File: config.mk
export PLATFORM = sky130hd
export DESIGN_NAME = risc_instr_feeder
export DESIGN_NICKNAME = d
export VERILOG_FILES = /design/src/rtl/risc_instr_feeder.sv
export SDC_FILE = /design/constraint.sdc
export NUM_CORES = 1
export LEC_CHECK = 0
export CAP_MARGIN = 0
export CORE_ASPECT_RATIO = 0.5
export CORE_MARGIN = 2
export CORE_UTILIZATION = 49
export CTS_CLUSTER_SIZE = 12
export DETAILED_ROUTE_END_ITERATION = 12
export PLACE_DENSITY = 0.76
export SLEW_MARGIN = 20
export SYNTH_ARGS = -nofsm -noshare
export SYNTH_HDL_FRONTEND = slang
export SYNTH_SLANG_ARGS = --single-unit
File: constraint.sdc
create_clock -name clk -period 7.45 [get_ports clk]
set_input_delay 0.745 -clock clk [delete_from_list [all_inputs] [get_ports clk]]
set_output_delay 0.745 -clock clk [all_outputs]
set_load 0.1 [all_outputs]
File: src/rtl/risc_instr_feeder.sv
// rtl/risc_instr_feeder.sv - program store that loads instructions and streams them to a core
module risc_instr_feeder #(
    parameter int IW    = 4,
    parameter int DEPTH = 16
) (
    input  logic          clk,
    input  logic          reset,
    input  logic          clear,
    input  logic          load_valid,
    input  logic [IW-1:0] load_data,
    input  logic          load_last,
    output logic          load_ready,
    input  logic          start,
    input  logic          stall,
    output logic [IW-1:0] instr,
    output logic          instr_valid,
    output logic          busy,
    output logic          done,
    output logic [4:0]    length
);

    localparam int AW = (DEPTH > 1) ? $clog2(DEPTH) : 1;

    typedef enum logic [2:0] {S_IDLE, S_LOAD, S_LOADED, S_RUN, S_DONE} state_t;

    state_t        state;
    logic [IW-1:0] mem [DEPTH];
    logic [AW-1:0] wr_ptr;
    logic [AW-1:0] rd_ptr;
    logic [AW-1:0] rd_next;
    logic [4:0]    length_inc;
    logic          load_fire;
    logic          last_read;

    // clear outranks a coincident beat, so the beat never reaches the store
    assign load_fire  = load_valid && load_ready && !clear;
    assign length_inc = length + 5'd1;
    assign rd_next    = rd_ptr + AW'(1);
    assign last_read  = (5'(rd_ptr) + 5'd1) == length;

    always_ff @(posedge clk) begin
        if (load_fire) begin
            mem[wr_ptr] <= load_data;
        end
    end

    always_ff @(posedge clk or posedge reset) begin
        if (reset) begin
            state       <= S_IDLE;
            wr_ptr      <= '0;
            rd_ptr      <= '0;
            length      <= '0;
            instr       <= '0;
            instr_valid <= 1'b0;
            busy        <= 1'b0;
            done        <= 1'b0;
            load_ready  <= 1'b1;
        end else if (clear) begin
            state       <= S_IDLE;
            wr_ptr      <= '0;
            rd_ptr      <= '0;
            length      <= '0;
            instr       <= '0;
            instr_valid <= 1'b0;
            busy        <= 1'b0;
            done        <= 1'b0;
            load_ready  <= 1'b1;
        end else begin
            case (state)
                S_IDLE, S_LOAD: begin
                    if (load_fire) begin
                        wr_ptr <= wr_ptr + AW'(1);
                        length <= length_inc;
                        if (load_last || (length_inc == 5'(DEPTH))) begin
                            state      <= S_LOADED;
                            load_ready <= 1'b0;
                        end else begin
                            state <= S_LOAD;
                        end
                    end
                end
                S_LOADED: begin
                    if (start) begin
                        state       <= S_RUN;
                        rd_ptr      <= '0;
                        instr       <= mem[0];
                        instr_valid <= 1'b1;
                        busy        <= 1'b1;
                    end
                end
                S_RUN: begin
                    if (!stall) begin
                        if (last_read) begin
                            state       <= S_DONE;
                            instr       <= '0;
                            instr_valid <= 1'b0;
                            busy        <= 1'b0;
                            done        <= 1'b1;
                        end else begin
                            rd_ptr <= rd_next;
                            instr  <= mem[rd_next];
                        end
                    end
                end
                S_DONE: begin
                    state <= S_LOADED;
                    done  <= 1'b0;
                end
                default: begin
                    state      <= S_IDLE;
                    load_ready <= 1'b1;
                end
            endcase
        end
    end

endmodule

==> impl_metrics.yaml <==
critical_path:
  worst_setup_path_end_kind: "register"
  critical-path-top-delay-family: "adder cells"
  cpMaxStageDelayCell: "ha_1"
  worstSetupPathType: "register to register"
  cp-start-kind: "register"
  critPathMostFrequentCell: "a211o_1"
  cp_data_arrival_time_ns: 3.60
  timing.critical_path.cells: "ha_1, xor2_1, a211o_1, a211o_1, nor2b_4, or4_4, a221oi_2"
  crit_buf_inv: 0
  longest_individual_stage_delay_on_the_worst_path_ns: 0.96
  worst-path-max-fanout: 21
  timing.critical_path.required_ns: 7.69
clocking:
  cts_made_buffers: 9
  cts_repair_resize_count: 0
  clk_transition_reported_paths_ns: 0.07
  ctsLongestPathBuffers: 2
  clock_sinks: 87
  tritoncts_clock_tree: "yes"
  cts_root_buffer: "clkbuf_16"
  post-cts-setup-buffers: 0
  htree_levels: 3
  clk-insertion-delay-late_ns: 0.33
  cts-hold-fix-buffers: 0
die:
  floorplan.core_area_um2: 7490
  die-area_um2: 8670
  die_height_um: 66.9
  placementRows: 22
  top_level_ports: 24
  floorplan.initialDensity: 0.517
  die_width_um: 130
sta:
  fin_crit_sh: 0.452
  timing.final.setup_violations: 0
  grt_setup_unrepaired: "false"
  final-max-slew-violation-count: 0
  achievable-frequency_ghz: 0.297
  timing_worst_slew_pin_value_ns: 0.977
  max-slew-margin-rel: 0.347
  hold_violations: 0
  finalClockSkew_ns: 0.00521
  hold-worst-slack_ns: 0.485
  finalSetupTns_ns: 0
  finalCriticalPeriod_ns: 3.37
yosys:
  ys_ff_latch: 87
  postSynthCellCount: 266
  seq_area_frac_synth: 0.645
  synthDistinctLibCells: 42
  syn-num-nets: 283
  syn_area_per_cell_um2: 14.6
  syn-cell-area_um2: 3870
  synth_warn: 0
layout:
  drive_gt1_frac: 0.140
  antenna_cells: 0
  nNetsFinal: 305
  final_core_utilization: 0.598
  area_growth_syn_to_layout_pct: 15.6
global_route:
  first_global_vias: 2278
  grt_max_degree: 24
  grt_pass1_wl_mm: 12.0
  grt_remaining_overflow: 0
  antenna_found_initial: 0
  gr-usage-all-layers: 0.191
routing:
  route.antenna.remaining_nets: 0
  route.detailed.vias_per_inst: 5.86
  drcViolationCount: 0
  finalWirelength_mm: 7.62
  post_drt_wl_per_cell_um: 19.0
  detail_route.iter0.violations: 214
  vias: 2344
  detail_route.first_pass.iterations: 5
power_and_ir_drop:
  vdd_ir_drop_max_v: 0.000118
  totalPowerFinal_mw: 1.22
  cellLeakagePower_nw: 1.60
  power.density_cell_area_nw_per_um2: 272
placement:
  port-buffer-count: 23
  place_congestion: 0.774
  hpwlAfterDp_mm: 4.75
flow_run:
  max_cap_viol_count: 0
hold_path:
  worstHoldPathType: "register to register"
run_status:
  result_of_the_run: "finished, final reports clean"
registers in the layout, indices dropped and copies added (netlist names):
name	flops
state	3
instr	4
load_ready	1
mem	64
length	5
wr_ptr	4
rd_ptr	4
busy	1
done	1
cells in the mapped netlist:
cell type / instances / area, um2
a32o_1: 1 / 10.0
buf_2: 1 / 5.00
o211ai_1: 3 / 22.5
o21ai_0: 6 / 30.0
xor2_1: 8 / 70.1
ha_1: 6 / 75.1
clkbuf_1: 6 / 22.5
nand2_1: 21 / 78.8
edfxtp_1: 64 / 1920
mux2i_1: 7 / 70.1
a21oi_1: 8 / 40.0
mux4_2: 16 / 360
and4b_1: 1 / 10.0
xnor2_1: 4 / 35.0
nor2b_1: 2 / 12.5
nor2b_4: 1 / 13.8
nand4_1: 3 / 18.8
o21ai_1: 5 / 25.0
o221ai_1: 1 / 8.76
a21o_1: 3 / 22.5
buf_6: 2 / 22.5
o22ai_1: 1 / 6.26
a221oi_2: 1 / 15.0
inv_1: 6 / 22.5
buf_4: 2 / 15.0
nand4b_1: 1 / 8.76
a211o_1: 2 / 17.5
a22o_1: 1 / 8.76
dfstp_2: 1 / 26.3
xnor2_2: 1 / 16.3
a2111oi_0: 1 / 8.76
or4_4: 1 / 11.3
nor2_1: 34 / 128
o31ai_1: 1 / 7.51
nand3_1: 2 / 10.0
mux2_2: 3 / 33.8
dfrtp_1: 22 / 551
nand2b_1: 5 / 31.3
a31oi_1: 1 / 6.26
nor3_1: 8 / 40.0
buf_1: 2 / 7.51
mux4_1: 1 / 26.3
worst register-to-register path, cell delays in order (launching register included):
cell      delay [ns]
dfrtp_2         0.62
ha_1            0.96
xor2_1          0.14
a211o_1         0.31
a211o_1         0.35
nor2b_4         0.20
or4_4           0.43
a221oi_2        0.27
metal layers:
metal  vias to the layer above  share of wire  GRT usage
li1                       1039              -          -
met1                      1170           0.45      0.257
met2                       117           0.46      0.296
met3                        18          0.070     0.0482
met4                         0          0.022     0.0914
met5                         -              0          0
worst paths after layout:
kind / to / from / depth (start not counted) / slack (ns)
max reg2reg: done / rd_ptr[0] / 7 / 4.08
min reg2reg: load_ready / load_ready / 2 / 0.49
min in group asynchronous: length[0] / reset / 2 / 0.90
max: done / rd_ptr[0] / 7 / 4.08
min: load_ready / load_ready / 2 / 0.49
max in group asynchronous: rd_ptr[0] / reset / 2 / 5.94
per-stage QoR:
| stage | instance area, um2 | std cells | setup slack, ns |
|---|---|---|---|
| floorplan | 3870 | 266 | 4.64 |
| global placement | 4170 | 385 | 3.87 |
| detailed placement | 4170 | 385 | 3.78 |
| CTS | 4470 | 400 | 3.70 |
| global route | 4480 | 400 | 3.89 |
| finish | 4480 | 400 | 4.08 |
where the power goes:
part	internal (mW)	switching, mW	leakage (nW)
logic	0.0663	0.134	0.572
registers	0.539	0.0264	0.881
clock network	0.264	0.188	0.149
cell type report:
| cell class | instances | area, um2 |
|---|---|---|
| Multi-Input combinational cell | 160 | 1280 |
| Timing Repair Buffer | 24 | 238 |
| Fill cell | 547 | 3010 |
| Clock inverter | 6 | 76.3 |
| Inverter | 6 | 22.5 |
| Clock buffer | 9 | 225 |
| Sequential cell | 87 | 2500 |
| Tap cell | 108 | 135 |
cells by family after synthesis:
logic type | synth area share
compound gates | 0.0591
xor+xnor | 0.0313
fa+ha+maj | 0.0194
buf+inv | 0.0246
flops | 0.645
mux | 0.127
simple gates | 0.0937
layout by cell type (no fill, tap or decap), types with 2 or more instances in the layout:
cell / synthesis / layout
edfxtp_1: 64 / 64
nor2_1: 34 / 34
clkdlybuf4s50_1: 0 / 23
nand2_1: 21 / 21
dfrtp_1: 22 / 21
mux4_2: 16 / 16
clkbuf_16: 0 / 9
nor3_1: 8 / 8
xor2_1: 8 / 8
a21oi_1: 8 / 8
mux2i_1: 7 / 7
o21ai_0: 6 / 6
inv_1: 6 / 6
ha_1: 6 / 6
nand2b_1: 5 / 5
o21ai_1: 5 / 5
xnor2_1: 4 / 4
nand4_1: 3 / 3
mux2_2: 3 / 3
a21o_1: 3 / 3
o211ai_1: 3 / 3
inv_6: 0 / 3
nand3_1: 2 / 2
a211o_1: 2 / 2
nor2b_1: 2 / 2
Power figures use the tool's default switching activity.
